`config.mk`:
```
export PLATFORM = sky130hd
export DESIGN_NAME = scroll_stepper
export DESIGN_NICKNAME = d
export VERILOG_FILES = /design/src/rtl/scroll_stepper.sv
export SDC_FILE = /design/constraint.sdc
export NUM_CORES = 1
export LEC_CHECK = 0
export CORE_UTILIZATION = 25
export CTS_CLUSTER_SIZE = 16
export DETAILED_ROUTE_END_ITERATION = 6
export DONT_BUFFER_PORTS = 1
export SETUP_SLACK_MARGIN = 0.4
export SLEW_MARGIN = 15
export SYNTH_ARGS = -nofsm -noshare
export SYNTH_HDL_FRONTEND = slang
export SYNTH_SLANG_ARGS = --single-unit
```
`constraint.sdc`:
```
create_clock -name clock -period 4.35 [get_ports clock]
set_input_delay 0.87 -clock clock [delete_from_list [all_inputs] [get_ports clock]]
set_output_delay 0.87 -clock clock [all_outputs]
set_load 0.005 [all_outputs]
```
`src/rtl/scroll_stepper.sv`:
```
// Turns rising edges of the slow scroll clock into offset steps, handed to the renderer via valid/ack.
// Optional SCROLL_BOUNCE_EN: ping-pong scrolling instead of modular wrap.
module scroll_stepper #(
    parameter int OFS_W      = 4,
    parameter int HOLD_TICKS = 3,
    parameter int PEND_MAX   = 3
) (
    input  logic             clock,
    input  logic             rst_n,
    input  logic             scroll_clk,
    input  logic             run,
    input  logic             dir,
    input  logic             len_load,
    input  logic [OFS_W-1:0] len_in,
    output logic             step_valid,
    input  logic             step_ack,
    output logic [OFS_W-1:0] offset,
    output logic             wrapped,
    output logic             drop_err
);
    localparam int PW = ($clog2(PEND_MAX + 1) < 1) ? 1 : $clog2(PEND_MAX + 1);
    localparam int HW = (HOLD_TICKS > 1) ? $clog2(HOLD_TICKS) : 1;
    localparam logic [OFS_W-1:0] ONE = OFS_W'(1);

    typedef enum logic [1:0] {IDLE, RUN, PAUSE, HOLD} state_t;

    logic             sync1_reg, sync2_reg, prev_reg, tick_reg;
    state_t           state_reg, state_next;
    logic [OFS_W-1:0] len_reg, len_next;
    logic [OFS_W-1:0] offset_reg, offset_next;
    logic [PW-1:0]    pend_reg, pend_next;
    logic [HW-1:0]    hold_reg, hold_next;
    logic             valid_reg, valid_next;
    logic             wrapped_reg, wrapped_next;
    logic             drop_reg, drop_next;
    logic             issue, inc, step_wrap;
    logic [OFS_W-1:0] step_ofs, last_ofs;
`ifdef SCROLL_BOUNCE_EN
    logic             bdir_reg, bdir_next;
`endif

    assign last_ofs = len_reg - ONE;
    assign issue    = (state_reg == RUN) && (pend_reg != '0) && !valid_reg;

    // Offset the next issued step would produce, and whether it hits an end.
    always_comb begin
        step_ofs  = offset_reg;
        step_wrap = 1'b0;
`ifdef SCROLL_BOUNCE_EN
        if (!bdir_reg) begin
            step_ofs  = (offset_reg >= last_ofs) ? last_ofs : offset_reg + ONE;
            step_wrap = (step_ofs == last_ofs);
        end else begin
            step_ofs  = (offset_reg == '0) ? '0 : offset_reg - ONE;
            step_wrap = (step_ofs == '0);
        end
`else
        if (!dir) begin
            step_wrap = (offset_reg >= last_ofs);
            step_ofs  = step_wrap ? '0 : offset_reg + ONE;
        end else begin
            step_wrap = (offset_reg == '0);
            step_ofs  = step_wrap ? last_ofs : offset_reg - ONE;
        end
`endif
    end

    always_comb begin
        state_next   = state_reg;
        len_next     = len_reg;
        offset_next  = offset_reg;
        pend_next    = pend_reg;
        hold_next    = hold_reg;
        valid_next   = valid_reg;
        wrapped_next = 1'b0;
        drop_next    = drop_reg;
        inc          = 1'b0;
`ifdef SCROLL_BOUNCE_EN
        bdir_next    = bdir_reg;
`endif

        if (valid_reg && step_ack)
            valid_next = 1'b0;

        if (state_reg == RUN && tick_reg) begin
            if (pend_reg < PW'(PEND_MAX))
                inc = 1'b1;
            else
                drop_next = 1'b1;
        end

        if (issue) begin
            offset_next  = step_ofs;
            valid_next   = 1'b1;
            wrapped_next = step_wrap;
`ifdef SCROLL_BOUNCE_EN
            if (step_wrap)
                bdir_next = ~bdir_reg;
`endif
        end

        case ({inc, issue})
            2'b10:   pend_next = pend_reg + PW'(1);
            2'b01:   pend_next = pend_reg - PW'(1);
            default: pend_next = pend_reg;
        endcase

        case (state_reg)
            IDLE: begin
`ifdef SCROLL_BOUNCE_EN
                // Direction is only taken from the input while idle.
                bdir_next = dir;
`endif
                if (run)
                    state_next = RUN;
            end
            RUN: begin
                if (!run)
                    state_next = PAUSE;
                else if (HOLD_TICKS > 0 && issue && step_wrap) begin
                    state_next = HOLD;
                    hold_next  = '0;
                end
            end
            PAUSE: begin
                if (run)
                    state_next = RUN;
            end
            HOLD: begin
                if (!run) begin
                    state_next = PAUSE;
                    hold_next  = '0;
                end else if (tick_reg) begin
                    if (hold_reg == HW'(HOLD_TICKS - 1)) begin
                        state_next = RUN;
                        hold_next  = '0;
                    end else begin
                        hold_next = hold_reg + HW'(1);
                    end
                end
            end
            default: state_next = IDLE;
        endcase

        // A length load overrides any tick, ack or issue in the same cycle.
        if (len_load) begin
            len_next     = (len_in == '0) ? ONE : len_in;
            offset_next  = '0;
            pend_next    = '0;
            valid_next   = 1'b0;
            wrapped_next = 1'b0;
            hold_next    = '0;
            state_next   = IDLE;
        end
    end

    always_ff @(posedge clock or negedge rst_n) begin
        if (!rst_n) begin
            sync1_reg   <= 1'b0;
            sync2_reg   <= 1'b0;
            prev_reg    <= 1'b0;
            tick_reg    <= 1'b0;
            state_reg   <= IDLE;
            len_reg     <= ONE;
            offset_reg  <= '0;
            pend_reg    <= '0;
            hold_reg    <= '0;
            valid_reg   <= 1'b0;
            wrapped_reg <= 1'b0;
            drop_reg    <= 1'b0;
`ifdef SCROLL_BOUNCE_EN
            bdir_reg    <= 1'b0;
`endif
        end else begin
            sync1_reg   <= scroll_clk;
            sync2_reg   <= sync1_reg;
            prev_reg    <= sync2_reg;
            tick_reg    <= sync2_reg & ~prev_reg;
            state_reg   <= state_next;
            len_reg     <= len_next;
            offset_reg  <= offset_next;
            pend_reg    <= pend_next;
            hold_reg    <= hold_next;
            valid_reg   <= valid_next;
            wrapped_reg <= wrapped_next;
            drop_reg    <= drop_next;
`ifdef SCROLL_BOUNCE_EN
            bdir_reg    <= bdir_next;
`endif
        end
    end

    assign step_valid = valid_reg;
    assign offset     = offset_reg;
    assign wrapped    = wrapped_reg;
    assign drop_err   = drop_reg;
endmodule

```
==> parameters.txt <==
Parameter                              Value

Run status
  Outcome ... completed

Layout
  Number of standard cells in the final layout excluding fillers ... 197
  End-of-flow core utilization ... 28.3%
  Total area of multi-input combinational cells ... 642 µm²
  Antenna diodes ... 0
  Most common cell after layout, fill and taps aside ... sky130_fd_sc_hd__dfrtp_1
  Layout-stage area growth over the synthesis result ... 8.36%
  Sequential Area ... 527 µm²
  Fraction of final layout cells with drive strength greater than 1 ... 10.8%
  Fin nets ... 149
  Layout fillers ... 524
  Highest-count cells in the layout ignoring fill and taps ... sky130_fd_sc_hd__dfrtp_1, sky130_fd_sc_hd__inv_1, sky130_fd_sc_hd__a21oi_1

Clock network
  Total clock buffers created by CTS ... 3
  CTS tree ... yes
  TritonCTS sink count ... 21
  Setup fix buffers added after clock tree synthesis ... 0
  Post-CTS Resized ... 0
  Worst-case clock buffer depth ... 2
  Worst-skew pair later-pin latency ... 260 ps
  H-Tree Level Count ... 1
  Clk slew on worst S/H paths ... 80 ps
  CTS Root Buffer Type ... sky130_fd_sc_hd__clkbuf_8
  Hold buffer count at CTS ... 0

Detailed routing
  Sum of routed wire length over all layers ... 2560 µm
  Total via count after detailed routing ... 964
  Antenna-violating nets left ... 0
  Residual DRC ... 0
  Count of routing violations after the opening detailed-route iteration ... 66
  Iteration count of the initial detailed-routing pass ... 4
  Wire per inst ... 13.0 µm
  Ratio of routed vias to standard cells ... 4.89

Critical path
  Critical Path Source Type ... flip-flop
  Critical register-to-register path endpoint ... offset[3]
  Required time reported for the critical path endpoint ... 4510 ps
  Register-to-register setup slack ... 2040 ps
  Maximum cell stage delay along the critical path ... 540 ps
  Largest driver fanout on the critical path ... 3
  Critical path, cell by cell ... inv_1 -> ha_1 -> ha_1 -> a211o_2 -> a21oi_1 -> o21ai_0 -> a221oi_1
  Dominant cell type by count on the critical path ... sky130_fd_sc_hd__ha_1
  Logic depth of the worst register-to-register path ... 7
  CP delay by family, top ... compound AO/OA/AOI/OAI gates
  Bufs and invs on worst path ... 1
  Total stage count of the critical path ... 7
  Worst reg2reg startpoint ... len_reg[0]
  CP Capture Type ... flip-flop
  CP Class ... flip-flop to flip-flop
  Max stage delay cell, worst path ... sky130_fd_sc_hd__dfstp_2
  WP data arrival ... 2470 ps

Power
  Total power consumption of the routed design ... 395 µW
  Peak supply drop ... 155 µV
  Total power per unit cell area ... 294 mW/mm²
  Leak ... 0.578 nW

STA
  Count of final max-slew check failures ... 0
  Ratio of final minimum period to clock period ... 53.2%
  Minimum clock period after layout ... 2310 ps
  Final-report setup violation count ... 0
  Final-report hold violation count ... 0
  Post-route worst setup slack ... 2040 ps
  Actual transition at the worst max-transition pin ... 364 ps
  Maximum clock skew at final layout ... 5.12 ps
  Setup repair after global routing missed its margin ... no
  Sum of negative setup slack ... 0 ps
  Maximum frequency from static timing analysis ... 0.432 GHz
  Worst rel slew slack ... 75.4%

Placed design
  HPWL after DPL ... 1880 µm
  Global placer's final weighted congestion ... 0.877
  Port buffer count ... 0
  Cell count after placement ... 193
  Minimum setup slack after placement ... 2050 ps

Die
  Die X ... 72.5 µm
  DIE AREA ... 0.00526 mm²
  Standard cell core area ... 0.00475 mm²
  Core Rows ... 25
  DIE HEIGHT ... 72.5 µm
  Effective utilization at floorplan ... 26.1%
  Ports placed on the boundary ... 18

Global route
  Antenna violations before repair ... 0
  Total global routing track utilization ... 10.7%
  Wire length of the first global-routing pass ... 4390 µm
  Pin count of the biggest net entering global routing ... 22
  Leftover overflow at the end of global routing ... 0
  Number of global-route vias before repair ... 923

Synth
  Average cell area after synthesis ... 9.71 µm²
  Synth Flop Type ... sky130_fd_sc_hd__dfrtp_1
  Yosys warning total ... 0
  Post-Syn Nets ... 146
  Proportion of synthesized flip-flops having asynchronous set or reset ... 100%
  Instance count of the mapped netlist ... 128
  Post-synth cell types ... 41
  Synthesis-stage register bit count ... 21
  Synth Cell Area ... 0.00124 mm²
  Sequential share of the synthesized area ... 42.4%
  Number of enable flip-flop cells after synthesis ... 0

Min path
  Path category of the worst min-delay check ... primary input to async pin

Flow run
  Max capacitance violation total ... 0
-- layer usage --
layer	up-vias	wire, µm	GRT usage, %
li1	478	-	-
met1	456	1250	14.3
met2	24	1130	16.0
met3	6	151	4.17
met4	0	33	3.05
met5	-	0	0
-- worst register-to-register path: cells and delay by family, from the launching register on --
kind	cells	cell delay (ps)
AO/OA/AOI/OAI	4	980
flip-flops	1	540
buffers and inverters	1	70
adder cells (fa/ha/maj)	2	630
-- Yosys cell counts (2+ instances only) --
cell type / instances / area, µm²
sky130_fd_sc_hd__a211oi_1: 2 / 15.0
sky130_fd_sc_hd__a21oi_1: 11 / 55.1
sky130_fd_sc_hd__a21oi_2: 2 / 17.5
sky130_fd_sc_hd__a221oi_1: 3 / 26.3
sky130_fd_sc_hd__a41o_1: 2 / 20.0
sky130_fd_sc_hd__and3_1: 2 / 12.5
sky130_fd_sc_hd__dfrtp_1: 20 / 500
sky130_fd_sc_hd__ha_1: 7 / 87.6
sky130_fd_sc_hd__inv_1: 13 / 48.8
sky130_fd_sc_hd__mux2_2: 2 / 22.5
sky130_fd_sc_hd__nand2_1: 8 / 30.0
sky130_fd_sc_hd__nand2b_1: 2 / 12.5
sky130_fd_sc_hd__nor2_1: 8 / 30.0
sky130_fd_sc_hd__nor3_1: 3 / 15.0
sky130_fd_sc_hd__nor3b_1: 2 / 15.0
sky130_fd_sc_hd__o21a_1: 3 / 22.5
sky130_fd_sc_hd__o21ai_0: 10 / 50.1
sky130_fd_sc_hd__o22ai_1: 3 / 18.8
sky130_fd_sc_hd__o41ai_1: 2 / 17.5
sky130_fd_sc_hd__xnor2_1: 2 / 17.5
-- worst max path at each step --
stage                           from           to
after floorplan           len_reg[0]  hold_reg[1]
after global placement    len_reg[0]    offset[2]
after detailed placement  len_reg[0]  hold_reg[1]
after CTS                 len_reg[0]  hold_reg[1]
after global routing      len_reg[0]    offset[2]
final                     len_reg[0]    offset[3]
-- cells by family after synthesis --
group / synth area share [%]
compound gates: 25.3
xor+xnor: 2.12
fa+ha+maj: 7.05
buf+inv: 5.94
flops: 42.4
mux: 2.62
simple gates: 14.6
-- area by class of cell --
type	instances	area share (%)
Inverter	13	3.62
Clock buffer	4	3.35
Tap cell	67	6.23
Multi-Input combinational cell	92	47.7
Sequential cell	21	39.1
-- metrics by stage --
step	hold WS (ps)	instance area (µm²)
after floorplan	331	1240
after global placement	333	1300
after detailed placement	337	1300
after CTS	290	1350
after global routing	277	1350
final	297	1350
-- where the power goes --
group | internal, mW | switching [mW] | total (mW)
Combinational | 0.0283 | 0.0297 | 0.0581
Sequential | 0.203 | 0.00756 | 0.211
Clock | 0.0652 | 0.0611 | 0.126
Note: power is estimated with default switching activity, not from simulation.
